## config.mk

```make
export PLATFORM = sky130hd
export DESIGN_NAME = cpu_trace_buffer_flat
export DESIGN_NICKNAME = d
export VERILOG_FILES = /design/src/rtl/cpu_trace_buffer_if.sv /design/src/rtl/cpu_trace_buffer.sv /design/src/flat_wrapper.sv
export SDC_FILE = /design/constraint.sdc
export NUM_CORES = 1
export LEC_CHECK = 0
export ABC_AREA = 1
export BUFFER_PORTS_ARGS = -buffer_cell sky130_fd_sc_hd__buf_2
export CAP_MARGIN = 40
export CORE_MARGIN = 4
export CORE_UTILIZATION = 55
export CTS_CLUSTER_DIAMETER = 50
export CTS_CLUSTER_SIZE = 28
export DETAILED_ROUTE_END_ITERATION = 8
export PLACE_DENSITY = 0.73
export SLEW_MARGIN = 20
export SYNTH_ARGS = -nofsm -noshare
export SYNTH_HDL_FRONTEND = slang
export SYNTH_SLANG_ARGS = --single-unit
```

## constraint.sdc

```tcl
create_clock -name clock -period 15.4 [get_ports clock]
set_input_delay 2.31 -clock clock [delete_from_list [all_inputs] [get_ports clock]]
set_output_delay 2.31 -clock clock [all_outputs]
set_load 0.03 [all_outputs]
```

## src/rtl/cpu_trace_buffer_if.sv

```systemverilog
// Drain-side handshake of the CPU trace buffer: a first-word fall-through
// record port with valid/ready flow control.
interface cpu_trace_buffer_if;
    logic        out_valid;
    logic        out_ready;
    logic [31:0] out_pc;
    logic [4:0]  out_dest;
    logic [31:0] out_data;
    logic [7:0]  out_seq;

    modport master (
        output out_valid, out_pc, out_dest, out_data, out_seq,
        input  out_ready
    );

    modport slave (
        input  out_valid, out_pc, out_dest, out_data, out_seq,
        output out_ready
    );
endinterface

```

## src/rtl/cpu_trace_buffer.sv

```systemverilog
// Captures architecturally visible register writes of the multicycle CPU as
// sequence-numbered trace records and queues them in a FWFT circular FIFO.
module cpu_trace_buffer #(
    parameter int DEPTH = 16,
    parameter int AW    = 4
) (
    input  logic                 clock,
    input  logic                 reset,
    input  logic                 trace_en,
    input  logic                 trace_clr,
    input  logic                 RegWrite,
    input  logic [4:0]           MuxRegDestOut,
    input  logic [31:0]          MuxRegDataOut,
    input  logic [31:0]          RegPCOut,
    input  logic [5:0]           estado,
    cpu_trace_buffer_if.master   outPort,
    output logic [AW:0]          count,
    output logic                 overflow,
    output logic [15:0]          drop_count
);

    typedef struct packed {
        logic [31:0] pc;
        logic [4:0]  dest;
        logic [31:0] data;
        logic [7:0]  seq;
    } traceRecord_t;

    localparam logic [AW:0] fullCount = (AW+1)'(DEPTH);

    traceRecord_t mem [DEPTH];
    traceRecord_t newRec;
    traceRecord_t headRec;

    logic [AW-1:0] rdPtr;
    logic [AW-1:0] wrPtr;
    logic          prevWe;
    logic [5:0]    prevSt;
    logic [7:0]    seqNum;

    logic live;
    logic writeEvent;
    logic full;
    logic pop;
    logic push;
    logic drop;

    // A clear or reset edge swallows any coincident event or handshake.
    assign live       = reset && !trace_clr;
    // Held RegWrite yields one record per control state, not one per cycle.
    assign writeEvent = live && trace_en && RegWrite && (MuxRegDestOut != 5'd0)
                        && (!prevWe || (estado != prevSt));
    assign full       = (count == fullCount);
    assign pop        = live && outPort.out_valid && outPort.out_ready;
    assign push       = writeEvent && (!full || pop);
    assign drop       = writeEvent && full && !pop;

    assign newRec = '{pc: RegPCOut, dest: MuxRegDestOut, data: MuxRegDataOut, seq: seqNum};
    assign headRec = mem[rdPtr];

    assign outPort.out_valid = (count != '0);
    assign outPort.out_pc    = headRec.pc;
    assign outPort.out_dest  = headRec.dest;
    assign outPort.out_data  = headRec.data;
    assign outPort.out_seq   = headRec.seq;

    // NOTE: sequential state uses non-blocking assignments so every register
    // samples pre-edge values regardless of statement order.
    always_ff @(posedge clock) begin
        if (!reset || trace_clr) begin
            rdPtr      <= '0;
            wrPtr      <= '0;
            count      <= '0;
            seqNum     <= '0;
            overflow   <= 1'b0;
            drop_count <= '0;
            prevWe     <= 1'b0;
            prevSt     <= '0;
        end else begin
            prevWe <= RegWrite;
            prevSt <= estado;
            if (writeEvent) seqNum <= seqNum + 8'd1;
            if (push)       wrPtr  <= wrPtr + AW'(1);
            if (pop)        rdPtr  <= rdPtr + AW'(1);
            case ({push, pop})
                2'b10:   count <= count + (AW+1)'(1);
                2'b01:   count <= count - (AW+1)'(1);
                default: count <= count;
            endcase
            if (drop) begin
                overflow <= 1'b1;
                if (drop_count != 16'hFFFF) drop_count <= drop_count + 16'd1;
            end
        end
    end

    // NOTE: record storage is deliberately not reset; only pointers and count
    // define which entries are meaningful, so stale contents are never seen.
    always_ff @(posedge clock) begin
        if (push) mem[wrPtr] <= newRec;
    end

endmodule

```

## src/flat_wrapper.sv

```systemverilog
// flat-port wrapper written by rule: the top's interface ports become plain ports
module cpu_trace_buffer_flat 
#(
    parameter int DEPTH = 16,
    parameter int AW    = 4
)
  (clock, reset, trace_en, trace_clr, RegWrite, MuxRegDestOut, MuxRegDataOut, RegPCOut, estado, count, overflow, drop_count, outPort_out_valid, outPort_out_pc, outPort_out_dest, outPort_out_data, outPort_out_seq, outPort_out_ready);
  cpu_trace_buffer_if outPort_i ();
  input  logic clock;
  input  logic reset;
  input  logic trace_en;
  input  logic trace_clr;
  input  logic RegWrite;
  input  logic [4:0] MuxRegDestOut;
  input  logic [31:0] MuxRegDataOut;
  input  logic [31:0] RegPCOut;
  input  logic [5:0] estado;
  output logic [AW:0] count;
  output logic overflow;
  output logic [15:0] drop_count;
  output wire logic [$bits(outPort_i.out_valid)-1:0] outPort_out_valid;
  output wire logic [$bits(outPort_i.out_pc)-1:0] outPort_out_pc;
  output wire logic [$bits(outPort_i.out_dest)-1:0] outPort_out_dest;
  output wire logic [$bits(outPort_i.out_data)-1:0] outPort_out_data;
  output wire logic [$bits(outPort_i.out_seq)-1:0] outPort_out_seq;
  input wire logic [$bits(outPort_i.out_ready)-1:0] outPort_out_ready;
  assign outPort_out_valid = outPort_i.out_valid;
  assign outPort_out_pc = outPort_i.out_pc;
  assign outPort_out_dest = outPort_i.out_dest;
  assign outPort_out_data = outPort_i.out_data;
  assign outPort_out_seq = outPort_i.out_seq;
  assign outPort_i.out_ready = outPort_out_ready;
  cpu_trace_buffer #(.DEPTH(DEPTH), .AW(AW)) u_core (.clock(clock), .reset(reset), .trace_en(trace_en), .trace_clr(trace_clr), .RegWrite(RegWrite), .MuxRegDestOut(MuxRegDestOut), .MuxRegDataOut(MuxRegDataOut), .RegPCOut(RegPCOut), .estado(estado), .outPort(outPort_i), .count(count), .overflow(overflow), .drop_count(drop_count));
endmodule
```

Yosys cells after proc, flatten, opt, wreduce, memory -nomap -nowiden
Memory sizes are Yosys's and may differ from the RTL's. A register that Yosys moved wholly into a read port is not among the register bits.
Index checks and enable logic that the tools add are counted.
Storage, ports and cells
  flip-flop bits (word level): 45
  input bits: 81
  output and inout port bits: 100
  memory bits (writable): 1232
  memories kept: 1
  logic and storage cells: 47
Memory list
  u_core.mem: words 16, bits a word 77, read ports 1, clocked after memory_dff 1, wr ports 1, line cpu_trace_buffer.sv:31  | traceRecord_t mem [DEPTH];
Cells by class
  multiplexer cells: 5
  reduce and logical (&&, ||, !) cells: 22
  add/sub/neg operators: 6
  eq/ne operators: 5
Operator list (count)
  $add A16 B1 Y16 const B: 1
  $ne A16 B16 Y1 const B: 1
  $logic_and A1 B1 Y1: 10
  $pmux W5 S2: 1
  $reduce_bool A5 Y1: 2
  $add A4 B1 Y4 const B: 2
  $add A8 B1 Y8 const B: 1
  $mux W4: 2
  $ne A6 B6 Y1: 1
  $add A5 B1 Y5 const B: 1
  $eq A5 B5 Y1 const B: 1
  $logic_not A1 Y1: 5
  $sub A5 B1 Y5 const B: 1
  $logic_or A1 B1 Y1: 3
  $eq A2 B1 Y1 const B: 1
  $eq A2 B2 Y1 const B: 1
  $mux W1: 2
  $reduce_and A2 Y1: 1
  $reduce_bool A2 Y1: 1

Depth between registers and ports, before layout
Gate-level depths: netlist of run 1.
  depth after elaboration: 9
  depth in mapped cells: 20
  depth with buffers taken out: 20

Worst setup path after synthesis of run 1
Ideal clock, no wire load.
  path type: in2reg
  from: input port reset
  to: memory u_core.mem[11][0] (netlist name) (enable)
  required time: 14.887 ns
  path buffers: 0
  setup slack: 8.433 ns
  stages on the path: 8
  setup time: 0.513 ns
  arrival time: 6.454 ns
  cell sequence: inv_1 -> nor2_4 -> nand3_1 -> a21oi_2 -> nand2_2 -> nor2_2 -> nand3_1 -> nor2_1
On the way
  word-level cells in the longest chain between the ends: 8
  elaborated cells on any way between the ends: 11
  those cells by class: 2 x mux; 9 x reduce/logical
Ends and longest elaborated chain
  start: declaration: line flat_wrapper.sv:10  | input logic reset;
  $logic_and A1 B1 Y1 (*): line cpu_trace_buffer.sv:49  | assign live = reset && !trace_clr;
  $logic_and A1 B1 Y1 (3 in a row): line cpu_trace_buffer.sv:51  | assign writeEvent = live && trace_en && RegWrite && (MuxRegDestOut != 5'd0)
  $logic_and A1 B1 Y1: line cpu_trace_buffer.sv:52  | && (!prevWe || (estado != prevSt));
  $logic_and A1 B1 Y1 (*): line cpu_trace_buffer.sv:55  | assign push = writeEvent && (!full || pop);
  $mux W1 (*): line cpu_trace_buffer.sv:100  | if (push) mem[wrPtr] <= newRec;
  $mux W1 (implied by the code) (*): line cpu_trace_buffer.sv:100
  end: declaration: line cpu_trace_buffer.sv:31
Mark *: on every way between the ends. The rest lies on a longest branch, timed or not.

==> reports/summary.md, run 1 <==
• 0.249 — worst rel slew slack
• 0 — Detail Route Antenna Nets
• 0 — final hold violation count
• 0 — share of async-settable or async-resettable flops after synthesis
• 314 µm — die boundary height
• 12.7% — area growth from synthesis to layout
• 710 ps — clock insertion delay at the later pin of the skew report
• 0.00188 — post-synthesis share of cell area spent on xor and xnor gates
• 53800 µm² — post-place instance area
• 180 — number of buffers added on ports
• edfxtp_1 (1232), o21ai_0 (365), inv_1 (364) — top cells by instance count after synthesis
• 0.739 — sequential cell area fraction in the yosys report
• 0 — residual overflow from global routing
• 98300 µm² — DIE AREA
• 4000 ps — CP arrival
• 62.5 mm — HPWL reported at the end of detailed placement
• buf_4 — Max stage delay cell, worst path
• 640 ps — longest individual stage delay on the worst path
• 70 ps — clock slew at the register clock pins of the worst setup and hold paths
• 3699 — Post-Synthesis Net Count
• 51400 µm² — Post-Synthesis Cell Area
• 115 — Inserted Clock Buffers
• false — unrepaired setup endpoints after global routing
• 3 — worst-case clock buffer depth
• 1130 ps — Worst Tran Pin Value
• 0 — maxcap violations
• reg2out — Setup CP Type
• 18.9 nW — reported leakage power
• 118 mm — final wirelength
• 92100 µm² — Core Box Area
• compound AO/OA/AOI/OAI gates — main combinational cell family by area after synthesis
• 35 — number of distinct library cells after synthesis
• 0 ps — final-layout setup total negative slack
• 1281 — post-synthesis sequential element count
• 3607 — cell count after synthesis
• primary output — endpoint type of the worst setup path
• 181 — io pins
• 0.114 — compound-gate portion of the synthesized area
• 111 — number of rows created at floorplan
• 4867 — Placed Cells
• 0.0600 — share of cell area taken by muxes after synthesis
• 3 — Clock H-tree levels
• 57900 µm² — total non-filler cell area in the finished layout
• 178 mm — wire length of the first global-routing pass
• 19 — initial antenna violation count
• 5 — Crit path buffers/inverters
• 0.409 — period utilisation layout
• 0 — final setup violation count
• 473 ps — worst slack on hold paths
• 0.00283 — synthesized-area fraction occupied by adder cells
• buffers and inverters — crit-path leading delay family
• 232 — pin count of the biggest net entering global routing
• 8710 ps — DP Worst Slack
• 0 — Remaining DRCs
• edfxtp_1 (72%), mux2i_1 (6.0%), o211ai_1 (4.5%) — leading cell types by total area after synthesis
• register — Critical Path Source Type
• done — TritonCTS clock tree
• 0 — count of hold buffers inserted by post-cts repair
• 0.236 — Total GRT Usage
• 29556 — vias in the first global route
• 30116 — routed vias
• 13090 ps — required time of the critical path
• 159 MHz — Max Freq
• 0.796 — gpl congestion
• 6559 — fill cell total of the finished layout
• reg2reg — class of the most critical hold timing path
• 5.91 — per-cell via count in the routed design
• buf_16, buf_4, buf_16, buf_4, a21oi_1, o21ai_0, o21ai_0, o211ai_1, nand2_1, buf_2 — critical path cell sequence
• 6 — DR pass1 iterations
• 31.9 ps — final worst clock skew
• 0.558 — initial cell density of the core
• 6.90 mW — total power after layout
• 23.1 µm — post-DR wirelength/cell
• 3835 — Nets
• 14.2 µm² — mean instance size in the synthesized netlist
• 1232 — number of synthesized flops with an enable pin
• 1281 — sink count of the clock tree
• 0.0866 mV — Max rail drop VDD
• 0 — count of final max-slew check failures
• 314 µm — die extent in x
• 9090 ps — crit path setup slack, layout
• 0 — number of gates resized after cts
• 6310 ps — Period minus WS final
• 119 nW/µm² — total power divided by cell area
• 0 — setup repair bufs after CTS
• 5095 — number of standard cells in the layout, taps in and fillers out
• 0.720 — Yosys top cell area share
• edfxtp_1 — library cell with the largest summed area after synthesis
• 0 — total number of yosys warnings
• completed — status
• edfxtp_1 — most instantiated library cell after synthesis
• 0.0338 — Synth Area in Simple Gates
• clkbuf_16 — clk root buf
• 0.629 — final core occ
• 0.127 — share of post-route cells with drive strength above 1
• 3349 — number of DRC violations after detailed-routing iteration 0
• 66 — crit path max fanout
• edfxtp_1 — most common flop cell mapped by yosys
==> layer usage <==
layer	track usage	vias to the layer above	share of wire	wire, µm
met4	0.0777	16	0.028	3260
met3	0.0442	207	0.075	8870
met1	0.325	14975	0.42	48800
met2	0.384	1133	0.48	56500
met5	0	-	0.00091	107
li1	-	13785	-	-
==> flip-flops by register name (all words and copies together), names as in the netlist, named ones only <==
| register | cells |
|---|---|
| u_core.count | 5 |
| u_core.drop_count | 16 |
| u_core.mem | 1232 |
| u_core.overflow | 1 |
| u_core.prevSt | 6 |
| u_core.prevWe | 1 |
| u_core.rdPtr | 4 |
| u_core.seqNum | 8 |
| u_core.wrPtr | 4 |
==> power by group <==
group | switching (mW) | total (mW) | leakage, nW | internal (mW)
Clock | 1.40 | 2.97 | 1.91 | 1.56
Combinational | 0.0890 | 0.118 | 5.48 | 0.0292
Sequential | 0.00236 | 3.81 | 11.5 | 3.81
Total | 1.50 | 6.90 | 18.9 | 5.40
==> area by class of cell <==
cell class                      count  area, µm²  area share
Antenna cell                        8       20.0    0.000346
Clock buffer                      122       2950      0.0509
Clock inverter                     96       1050      0.0181
Inverter                          366       1390      0.0240
Multi-Input combinational cell   1732      11000       0.190
Sequential cell                  1281      38000       0.656
Tap cell                         1243       1560      0.0269
Timing Repair Buffer              247       1900      0.0329
==> cell usage in the layout, fill, tap and decap left out, types with 18 or more instances in the layout <==
master     Yosys  layout
mux2i_1      308     308
clkbuf_16      0     117
nor2_1        66      50
a21oi_1      330     330
nand3_1      137     137
o21ai_0      365     365
nand2_1      159     159
inv_6          0      31
edfxtp_1    1232    1232
buf_2         42     180
dfxtp_1       49      45
inv_1        364     363
o211ai_1     308     308
nor2_4         2      18
buf_16         0      18
buf_4         18      37
==> worst paths after layout <==
check / to / slack, ps / cells past startpoint / from
max: outPort_out_pc[18] / 9090 / 10 / register
min: u_core.overflow / 470 / 1 / u_core.overflow
max reg2reg: u_core.mem[10][71] / 11330 / 10 / u_core.count[0]
min reg2reg: u_core.overflow / 470 / 1 / u_core.overflow
==> logic make-up after synthesis <==
family | count (synthesis)
xor+xnor | 11
simple gates | 392
mux | 308
buf+inv | 594
fa+ha+maj | 11
flops | 1281
compound gates | 1010
Power figures use the tool's default switching activity.
==> run 2, diff against run 1 <==
- PLACE_DENSITY: 0.73 -> 0.76
- clock period: 15.4 -> 5.1 ns (I/O delays scaled with it)
==> reports/summary.md, run 2 (same netlist as run 1, synthesis figures left out) <==
• 181 — io pins
• 0.558 — initial cell density of the core
• 1232 — flip-flop count of the largest register, all copies and words added
• done — TritonCTS clock tree
• 177 mm — wire length of the first global-routing pass
• 257 MHz — Max Freq
• 111 — number of rows created at floorplan
• 0 — number of gates resized after cts
• 180 — number of buffers added on ports
• 61.2 mm — HPWL reported at the end of detailed placement
• u_core.mem — Most flops, register
• 890 ps — Worst Tran Pin Value
• 1210 ps — crit path setup slack, layout
• 3836 — Nets
• 6500 — fill cell total of the finished layout
• completed — status
• 0 — Remaining DRCs
• 53800 µm² — post-place instance area
• 0 — count of hold buffers inserted by post-cts repair
• 314 µm — die extent in x
• clkbuf_16 — clk root buf
• edfxtp_1 — most common cell after layout, fill and taps aside
• register — Critical Path Source Type
• in2reg — class of the most critical hold timing path
• 7 — DR pass1 iterations
• 4340 ps — required time of the critical path
• 37.3 ps — final worst clock skew
• 1281 — sink count of the clock tree
• 0 — setup repair bufs after CTS
• 0 — maxcap violations
• 92100 µm² — Core Box Area
• 3120 — number of DRC violations after detailed-routing iteration 0
• u_core.mem (1232), u_core.drop_count (16), u_core.seqNum (8) — registers with the most flip-flops
• 3890 ps — Period minus WS final
• 720 ps — clock insertion delay at the later pin of the skew report
• estado[1] — Hold Crit Start
• 0.234 — Total GRT Usage
• 11 — initial antenna violation count
• 0.312 mV — Max rail drop VDD
• 0.127 — share of post-route cells with drive strength above 1
• reg2out — Setup CP Type
• false — unrepaired setup endpoints after global routing
• 0 — final hold violation count
• 30179 — routed vias
• 0 — Detail Route Antenna Nets
• 295 ps — worst slack on hold paths
• 3 — Clock H-tree levels
• 98300 µm² — DIE AREA
• 314 µm — die boundary height
• 0.407 — worst rel slew slack
• 22.9 µm — post-DR wirelength/cell
• 0.786 — gpl congestion
• 883 ps — DP Worst Slack
• 0 — residual overflow from global routing
• 0.763 — period utilisation layout
• 70 ps — clock slew at the register clock pins of the worst setup and hold paths
• 58100 µm² — total non-filler cell area in the finished layout
• 13.2% — area growth from synthesis to layout
• primary output — endpoint type of the worst setup path
• 19.0 nW — reported leakage power
• 5093 — number of standard cells in the layout, taps in and fillers out
• 3130 ps — CP arrival
• u_core.prevSt[1] — worst flop-to-flop path startpoint
• 158 — pin count of the biggest net entering global routing
• 117 mm — final wirelength
• 0 — count of final max-slew check failures
• 116 — crit path max fanout
• 0 — final setup violation count
• 5.93 — per-cell via count in the routed design
• edfxtp_1 (1232), o21ai_0 (365), inv_1 (363), a21oi_1 (330) — commonest non-fill, non-tap cells in the layout
• 117 — Inserted Clock Buffers
• 4868 — Placed Cells
• 369 nW/µm² — total power divided by cell area
• 3 — worst-case clock buffer depth
• 29318 — vias in the first global route
## run 2: changes by cell type in the layout (fill, tap and decap cells not counted), moves of 3 or more
cell | before | now
clkinv_2 | 5 | 11
clkinv_4 | 9 | 12
clkbuf_1 | 5 | 10
buf_16 | 18 | 7
inv_6 | 31 | 12
buf_12 | 10 | 24
bufinv_16 | 6 | 20
clkinvlp_4 | 14 | 11
inv_8 | 12 | 7
diode_2 | 8 | 2
## run 2: critical path: stages, from the launching register on
cell and delay, ps:
dfxtp_4 850, buf_12 490, a21oi_1 140, o21ai_0 100, o21ai_0 140, o211ai_1 290, nand2_1 100, buf_2 190
## run 2: per-layer routing
metal | global-route usage | vias to the layer above | wire, µm
li1 | - | 13746 | -
met1 | 0.321 | 15007 | 47200
met2 | 0.390 | 1213 | 57900
met3 | 0.0405 | 205 | 9050
met4 | 0.0653 | 8 | 2660
met5 | 0 | - | 38
## run 2: layout make-up
type	count	area [µm²]	share of cell area
clock buffers	128	2980	0.0513
well taps	1243	1560	0.0268
inverters	366	1390	0.0239
repair buffers	246	1840	0.0316
diodes	2	5.00	0.0000861
flip-flops and latches	1281	38000	0.654
multi-input cells	1732	11000	0.190
clock inverters	95	1330	0.0229
## run 2: worst paths after layout
kind	endpoint	slack [ps]	depth (start not counted)
min reg2reg	register	470	2
max reg2reg	u_core.mem[11][6]	1590	13
max	outPort_out_data[20]	1210	7
min	u_core.prevSt[1]	290	3
## run 2: through the flow
stage,power (mW),TNS [ps],utilization
after global placement,12.1,0,0.581
after floorplan,11.9,-380240,-
final,21.4,0,0.631
after detailed placement,12.1,0,0.584
after CTS,21.6,0,0.631
after global routing,22.1,0,0.631
## run 2: where the power goes
part / switching, mW / total, mW / internal [mW]
logic: 0.268 / 0.358 / 0.0900
clock network: 4.16 / 9.57 / 5.41
registers: 0.00784 / 11.5 / 11.5
total: 4.43 / 21.4 / 17.0
